$ cat src/rtl/fifo_pkg.sv
// Shared FIFO helpers: ceiling-log2 width function and default parameter constants.
package fifo_pkg;

  localparam int DEF_WIDTH    = 8;
  localparam int DEF_DEPTH    = 16;
  localparam int DEF_AE_LEVEL = 2;

  function automatic int clog2(input int n);
    int r;
    r = 0;
    while ((1 << r) < n) r = r + 1;
    return r;
  endfunction

endpackage

$ cat src/rtl/fifo_ptr.sv
// Wrap-around pointer counting 0..DEPTH-1; advances one step per edge while inc is high.
module fifo_ptr
  import fifo_pkg::*;
#(
  parameter int DEPTH = DEF_DEPTH,
  localparam int PW   = clog2(DEPTH)
) (
  input  logic          clk,
  input  logic          reset,
  input  logic          inc,
  output logic [PW-1:0] ptr
);

  always_ff @(posedge clk) begin
    if (reset) begin
      ptr <= '0;
    end else if (inc) begin
      ptr <= (ptr == PW'(DEPTH - 1)) ? '0 : ptr + 1'b1;
    end
  end

endmodule

$ cat src/rtl/param_fifo.sv
// Synchronous FIFO, one-edge registered read; full drops pushes and empty ignores pops,
// each raising a sticky error flag until clear_err or reset.
module param_fifo
  import fifo_pkg::*;
#(
  parameter int WIDTH    = DEF_WIDTH,
  parameter int DEPTH    = DEF_DEPTH,
  parameter int AF_LEVEL = DEPTH - 2,
  parameter int AE_LEVEL = DEF_AE_LEVEL,
  localparam int CW      = clog2(DEPTH + 1),
  localparam int PW      = clog2(DEPTH)
) (
  input  logic             clk,
  input  logic             reset,
  input  logic             push,
  input  logic [WIDTH-1:0] data_in,
  input  logic             pop,
  output logic [WIDTH-1:0] data_out,
  output logic             rd_valid,
  output logic             full,
  output logic             empty,
  output logic             almost_full,
  output logic             almost_empty,
  output logic [CW-1:0]    count,
  output logic             overflow,
  output logic             underflow,
  input  logic             clear_err
);

  logic [WIDTH-1:0] mem [DEPTH];
  logic [PW-1:0]    wp;
  logic [PW-1:0]    rp;
  logic             pop_ok;
  logic             push_ok;

  // A pop on a full FIFO frees a slot on the same edge, so the push may proceed.
  assign pop_ok  = pop && !empty;
  assign push_ok = push && (!full || pop_ok);

  assign full         = (count == CW'(DEPTH));
  assign empty        = (count == '0);
  assign almost_full  = (count >= CW'(AF_LEVEL));
  assign almost_empty = (count <= CW'(AE_LEVEL));

  fifo_ptr #(.DEPTH(DEPTH)) u_wp (
    .clk   (clk),
    .reset (reset),
    .inc   (push_ok),
    .ptr   (wp)
  );

  fifo_ptr #(.DEPTH(DEPTH)) u_rp (
    .clk   (clk),
    .reset (reset),
    .inc   (pop_ok),
    .ptr   (rp)
  );

  always_ff @(posedge clk) begin
    if (push_ok && !reset) begin
      mem[wp] <= data_in;
    end
  end

  always_ff @(posedge clk) begin
    if (reset) begin
      count    <= '0;
      data_out <= '0;
      rd_valid <= 1'b0;
    end else begin
      rd_valid <= pop_ok;
      if (pop_ok) begin
        data_out <= mem[rp];
      end
      if (push_ok && !pop_ok) begin
        count <= count + 1'b1;
      end else if (pop_ok && !push_ok) begin
        count <= count - 1'b1;
      end
    end
  end

  // A new error on the same edge as clear_err takes priority, keeping the flag set.
  always_ff @(posedge clk) begin
    if (reset) begin
      overflow  <= 1'b0;
      underflow <= 1'b0;
    end else begin
      if (push && full && !pop_ok) begin
        overflow <= 1'b1;
      end else if (clear_err) begin
        overflow <= 1'b0;
      end
      if (pop && empty) begin
        underflow <= 1'b1;
      end else if (clear_err) begin
        underflow <= 1'b0;
      end
    end
  end

endmodule
$ cat config.mk
export PLATFORM = sky130hd
export DESIGN_NAME = param_fifo
export DESIGN_NICKNAME = d
export VERILOG_FILES = /design/src/rtl/fifo_pkg.sv /design/src/rtl/fifo_ptr.sv /design/src/rtl/param_fifo.sv
export SDC_FILE = /design/constraint.sdc
export NUM_CORES = 1
export LEC_CHECK = 0
export CORE_MARGIN = 4
export CORE_UTILIZATION = 53
export CTS_BUF_LIST = sky130_fd_sc_hd__clkbuf_4 sky130_fd_sc_hd__clkbuf_8 sky130_fd_sc_hd__clkbuf_16
export CTS_CLUSTER_DIAMETER = 100
export DETAILED_ROUTE_END_ITERATION = 10
export PLACE_DENSITY = 0.75
export SYNTH_ARGS = -nofsm -noshare
export SYNTH_HDL_FRONTEND = slang
export SYNTH_SLANG_ARGS = --single-unit
$ cat constraint.sdc
create_clock -name clk -period 2.8 [get_ports clk]
set_input_delay 0.42 -clock clk [delete_from_list [all_inputs] [get_ports clk]]
set_output_delay 0.42 -clock clk [all_outputs]
set_load 0.01 [all_outputs]
Word-level counts from Yosys, hierarchy flattened

Memory sizes are Yosys's and may differ from the RTL's. A register that Yosys moved wholly into a read port is not among the register bits.
Index checks and enable logic that the tools add are counted.

Bitwise operators: 0
Add/subtract/negate cells: 4
Divide/modulo/power cells: 0
Equal/unequal tests: 3
Multipliers: 0
$lt $le $gt $ge: 2
Shift-type cells: 0
Reduce and logical (&&, ||, !) cells: 18
Multiplexer cells: 9

Operator list:

| kind                                                                   | count |
|---|---|
| 5-bit two-way mux                                                      | 2 |
| 4-bit by 1-bit adder with 4-bit output (second input constant)         | 2 |
| 4-bit == test (second input constant)                                  | 2 |
| 1-bit logical AND                                                      | 8 |
| 4-bit two-way mux                                                      | 2 |
| 2-bit nonzero test                                                     | 3 |
| 5-bit by 1-bit adder with 5-bit output (second input constant)         | 1 |
| 5-bit == test (second input constant)                                  | 1 |
| 5-bit by 4-bit >= comparator with 1-bit output (second input constant) | 1 |
| 5-bit by 2-bit <= comparator with 1-bit output (second input constant) | 1 |
| 1-bit logical NOT                                                      | 5 |
| 5-bit logical NOT                                                      | 1 |
| 1-bit two-way mux                                                      | 5 |
| 5-bit by 1-bit subtractor with 5-bit output (second input constant)    | 1 |
| 1-bit logical OR                                                       | 1 |

ROM bits: 0
Bits in registers: 16
Bits in latches: 0
Bits of input ports: 13
Memories kept: 1
Word-level logic and storage cells: 43
Bits in writable memories: 128

Memories:

| memory | depth | bits a word | read ports | clocked after memory_dff | write ports | RTL line         | source |
|---|---|---|---|---|---|---|---|
| mem    | 16    | 8           | 1          | 1                        | 1           | param_fifo.sv:30 | `logic [WIDTH-1:0] mem [DEPTH];` |

Longest topological paths before layout

Word-level depth: 9
Mapped depth: 12
Depth with buffers taken out: 11

Cells and area by module

Synthesis repeated with hierarchy kept, for this count alone.

Cells, all modules: 404
Area total of the unflattened synthesis: 6,190.9 sq um

Modules (own cells, without submodules):

| module     | area each (sq um) | cells each | instances |
|---|---|---|---|
| param_fifo | 5,843.1           | 366        | 1 |
| fifo_ptr   | 173.9             | 19         | 2 |

Least setup slack after synthesis

Ideal clock, no wire load.

Kind: register -> register
Start point: register count[0]
End point: register count[4]
Arrival: 2.855 ns
Path slack: -0.176 ns
Period minus slack after synthesis: 2.976 ns
Stages on the path, launching flop included: 12
Buffers on the path: 1
Required time: 2.679 ns
Path through: dfxtp_1 -> or4_4 -> o21a_4 -> inv_4 -> buf_4 -> ha_1 -> inv_1 -> ha_1 -> a21o_1 -> a21oi_1 -> mux2i_1 -> mux2_2

Cells in the longest elaborated chain, start to end: 8
Elaborated cells between the ends (all ways): 16

Ends and longest elaborated chain:

| element                                                                                             | RTL line         | source |
|---|---|---|
| start: declaration                                                                                  | param_fifo.sv:24 | `output logic [CW-1:0] count,` |
| start signal: assignment                                                                            | param_fifo.sv:76 | `count <= count + 1'b1;` |
| start signal: assignment                                                                            | param_fifo.sv:78 | `count <= count - 1'b1;` |
| parallel branches: the longest is 8 deep, another holds 5-bit by 1-bit subtractor with 5-bit output | n/a              |  |

Parallel ways; which one is timed is not known. The select of a mux whose other input is x is not followed.
A chain may end at the register's enable or synchronous reset.

Worst setup path in the final report

Start point: register count[1]
End point: register count[4]

The elaborated chain is that of the path after synthesis.

==> impl_metrics.csv <==
group,metric,value,unit
run_status,outcome,"finished clean",
clock_tree,path_clk_slew,0.06,ns
placed_design,placed_area,0.00679,mm^2
grt,track_usage,19.7,%
grt,grt_max_degree,28,
timing,post-route-period-util,97.8,%
grt,gr-max-usage-layer,"met2",
grt,grt_pass1_wl,18800,um
min_path,hold_end,"underflow$_SDFFE_PP0P_",
synthesis,yosysMostFrequentCell,"edfxtp_1",
clock_tree,clock_latency,0.41,ns
timing,clock_skew,0.00487,ns
placed_design,gp_congestion,0.809,
critical_path,worstReg2RegStart,"count[1]$_SDFFE_PP0P_",
synthesis,synth.top_cells.by_area,"edfxtp_1 (63%), mux4_2 (12%), dfxtp_1 (7.9%)",
clock_tree,cts_tree,"yes",
critical_path,path_delay_family,"compound AO/OA/AOI/OAI gates",
clock_tree,cts_buffers,17,
synthesis,syn_area,0.00610,mm^2
die,core.rowCount,38,
die,die_x,115,um
synthesis,ys_seq_area_share,70.9,%
power,cellPowerDensity,843,mW/mm^2
placed_design,portBuffers,32,
grt,grt_use_met3,5.53,%
synthesis,syn_inst,344,
cells_and_area,seqCellArea,0.00433,mm^2
drt,wl,12000,um
drt,drc,0,
timing,finalMaxSlewViolations,0,
die,core,0.0110,mm^2
grt,grt_pass1_vias,3394,
grt,overflow,0,
timing,tightest_slew,0.606,ns
critical_path,required,3.10,ns
critical_path,r2r_cells,10,
cells_and_area,nFillCells,738,
synthesis,synth_commonest_cells,"edfxtp_1 (128), mux4_2 (32), nor2_1 (31)",
grt,use_met1,26.1,%
cells_and_area,antennaDiodeCount,0,
critical_path,arrival,3.04,ns
die,start_util,55.3,%
grt,grt_use_met2,31.7,%
drt,vias_per_cell,5.89,
synthesis,yosysWarnings,0,
timing,setup_viol,0,
drt,wl_per_cell,21.3,um
cells_and_area,area_growth,22.3,%
power,p_clk_share,38.6,%
min_path,hp-start,"underflow$_SDFFE_PP0P_",
critical_path,r2r_slack,0.06,ns
drt,drtIter0Drc,305,
synthesis,yosys.area.top_type_share,63.0,%
synthesis,synth_edf_count,128,
placed_design,dp_slack,0.00669,ns
critical_path,r2r_end,"count[4]$_SDFFE_PP0P_",
critical_path,start_kind,"flop",
power,combPwrFrac,18.9,%
timing,hold_viol_final,0,
power,sw_frac_of_total,24.0,%
critical_path,cp_max_fo,7,
power,peakVddDrop,540,uV
timing,timing.fmax,0.365,GHz
synthesis,yosysTopAreaCell,"edfxtp_1",
die,io_pins,33,
drt,via_count,3322,
die,die_h,115,um
clock_tree,cts.hold.buffers_added,0,
synthesis,synthDistinctLibCells,35,
cells_and_area,fin_area,0.00746,mm^2
power,internal_power,4.78,mW
min_path,hp-class,"reg2reg",
drt,dr.pass1.iters,5,
power,p_switching,1.51,mW
power,power_frac_seq,42.5,%
critical_path,endpoint_kind,"flop",
timing,setup_slack,0.0606,ns
synthesis,syn_avg_cell_area,17.7,um^2
synthesis,synth-async-reset-ratio,0,%
synthesis,ys_ff_latch,152,
drt,drtAntennaViolNets,0,
cells_and_area,nNetsFinal,434,
critical_path,critical_path.slowest_cell,"or4_4",
synthesis,ys.flop_type,"edfxtp_1",
critical_path,critPathBufInv,2,
cells_and_area,multi_input_area,0.00168,mm^2
timing,slew_headroom,59.5,%
critical_path,critPathMaxStageDelay,0.58,ns
grt,antenna_found_initial,0,
run,drv_cap,0,
power,leakage,2.48,nW
cells_and_area,drive_gt1_share,26.9,%
min_path,hold_depth,2,
timing,setup-tns-final,0,ns
timing,period_minus_slack,2.74,ns
critical_path,worstSetupPathType,"reg2reg",
clock_tree,h-tree-depth,4,
clock_tree,cts_buffer_depth,2,
die,fp.dieArea,0.0133,mm^2
clock_tree,ctsRootBufferMaster,"clkbuf_16",
synthesis,syn-num-nets,367,
cells_and_area,final_util,67.6,%
placed_design,dp_hpwl,7850,um
clock_tree,clock_sinks,152,
critical_path,crit_chain,"or4_4 -> o31ai_4 -> inv_4 -> ha_4 -> inv_4 -> ha_4 -> a21o_1 -> a21oi_2 -> mux2i_1 -> mux2_2",
## kinds of logic (layout without fill, tap and decap cells)
group	count (synthesis)	in the layout	synth area share, %
AOI/OAI and AO/OA	28	28	3.75
DFF	152	152	70.9
adders and majority gates	10	10	2.17
xor gates and xnor gates	5	5	0.718
muxes	51	51	15.0
buffers and inverters	28	108	2.11
and+or+nand+nor	70	70	5.41
## cells in the final DEF (no fill, tap or decap), drive strengths merged, types with 3 or more instances in the layout
| master | n |
|---|---|
| clkbuf | 19 |
| nand2 | 14 |
| ha | 9 |
| mux4 | 32 |
| clkdlybuf4s50 | 32 |
| buf | 34 |
| nand3 | 3 |
| mux2i | 18 |
| dfxtp | 24 |
| inv | 11 |
| clkinv | 5 |
| edfxtp | 128 |
| a21oi | 10 |
| bufinv | 5 |
| nor2 | 31 |
| xor2 | 4 |
| nand3b | 9 |
| nor3 | 9 |
| o221ai | 8 |
## routing by layer
| layer | share of wire, % | wire (um) |
|---|---|---|
| met1 | 40 | 4870 |
| met5 | 0 | 0 |
| met4 | 1.9 | 226 |
| met3 | 7.0 | 840 |
| met2 | 51 | 6100 |
## cell type report
| cell class | instances | area share (%) |
|---|---|---|
| repair buffers | 66 | 7.88 |
| multi-input cells | 164 | 22.5 |
| flip-flops and latches | 152 | 58.1 |
| inverters | 10 | 0.604 |
| clock inverters | 13 | 2.68 |
| clock buffers | 19 | 5.90 |
| well taps | 140 | 2.35 |
## sequential cells by signal, indices dropped and copies added, names as in the netlist
| signal | count |
|---|---|
| count | 5 |
| data_out | 8 |
| mem | 128 |
| overflow | 1 |
| rd_valid | 1 |
| u_rp.ptr | 4 |
| u_wp.ptr | 4 |
| underflow | 1 |
## worst reg2reg max path, delay by kind of cell, from the launching register on
family | cells | cell delay (ns)
compound gates | 3 | 0.61
fa+ha+maj | 2 | 0.38
buf+inv | 2 | 0.13
flops | 1 | 0.36
mux | 2 | 0.56
simple gates | 1 | 0.58
## metrics by stage
| stage | instances | total power, mW | hold slack, ns |
|---|---|---|---|
| 3_5_place_dp | 529 | 3.89 | 0.509 |
| 3_3_place_gp | 529 | 3.85 | 0.486 |
| 2_1_floorplan | 344 | 3.42 | 0.503 |
| 4_1_cts | 561 | 6.31 | 0.524 |
| 5_1_grt | 564 | 6.56 | 0.572 |
| 6_report | 564 | 6.29 | 0.515 |
## power groups by stage
stage / Clock [mW] / Combinational (mW) / Sequential, mW
floorplan: 0 / 0.726 / 2.70
global placement: 0 / 1.13 / 2.71
detailed placement: 0 / 1.17 / 2.72
CTS: 2.46 / 1.17 / 2.67
global route: 2.57 / 1.29 / 2.69
finish: 2.43 / 1.19 / 2.67
## what timing repair did
item,4_1_cts,5_1_grt
setup endpoints to repair,0,1
resized for setup,0,3
buffers inserted,0,3
## how the worst max path moves through the flow
stage	startpoint	endpoint	slack, ns	cells past startpoint
floorplan	count[3]$_SDFFE_PP0P_	count[4]$_SDFFE_PP0P_	0.04	11
global placement	pop	count[4]$_SDFFE_PP0P_	0.09	10
detailed placement	pop	count[4]$_SDFFE_PP0P_	0.007	10
CTS	count[1]$_SDFFE_PP0P_	count[4]$_SDFFE_PP0P_	0.07	10
global route	count[1]$_SDFFE_PP0P_	count[4]$_SDFFE_PP0P_	-0.008	10
finish	count[1]$_SDFFE_PP0P_	count[4]$_SDFFE_PP0P_	0.06	10
No activity file was read; power rests on OpenSTA's default activity.
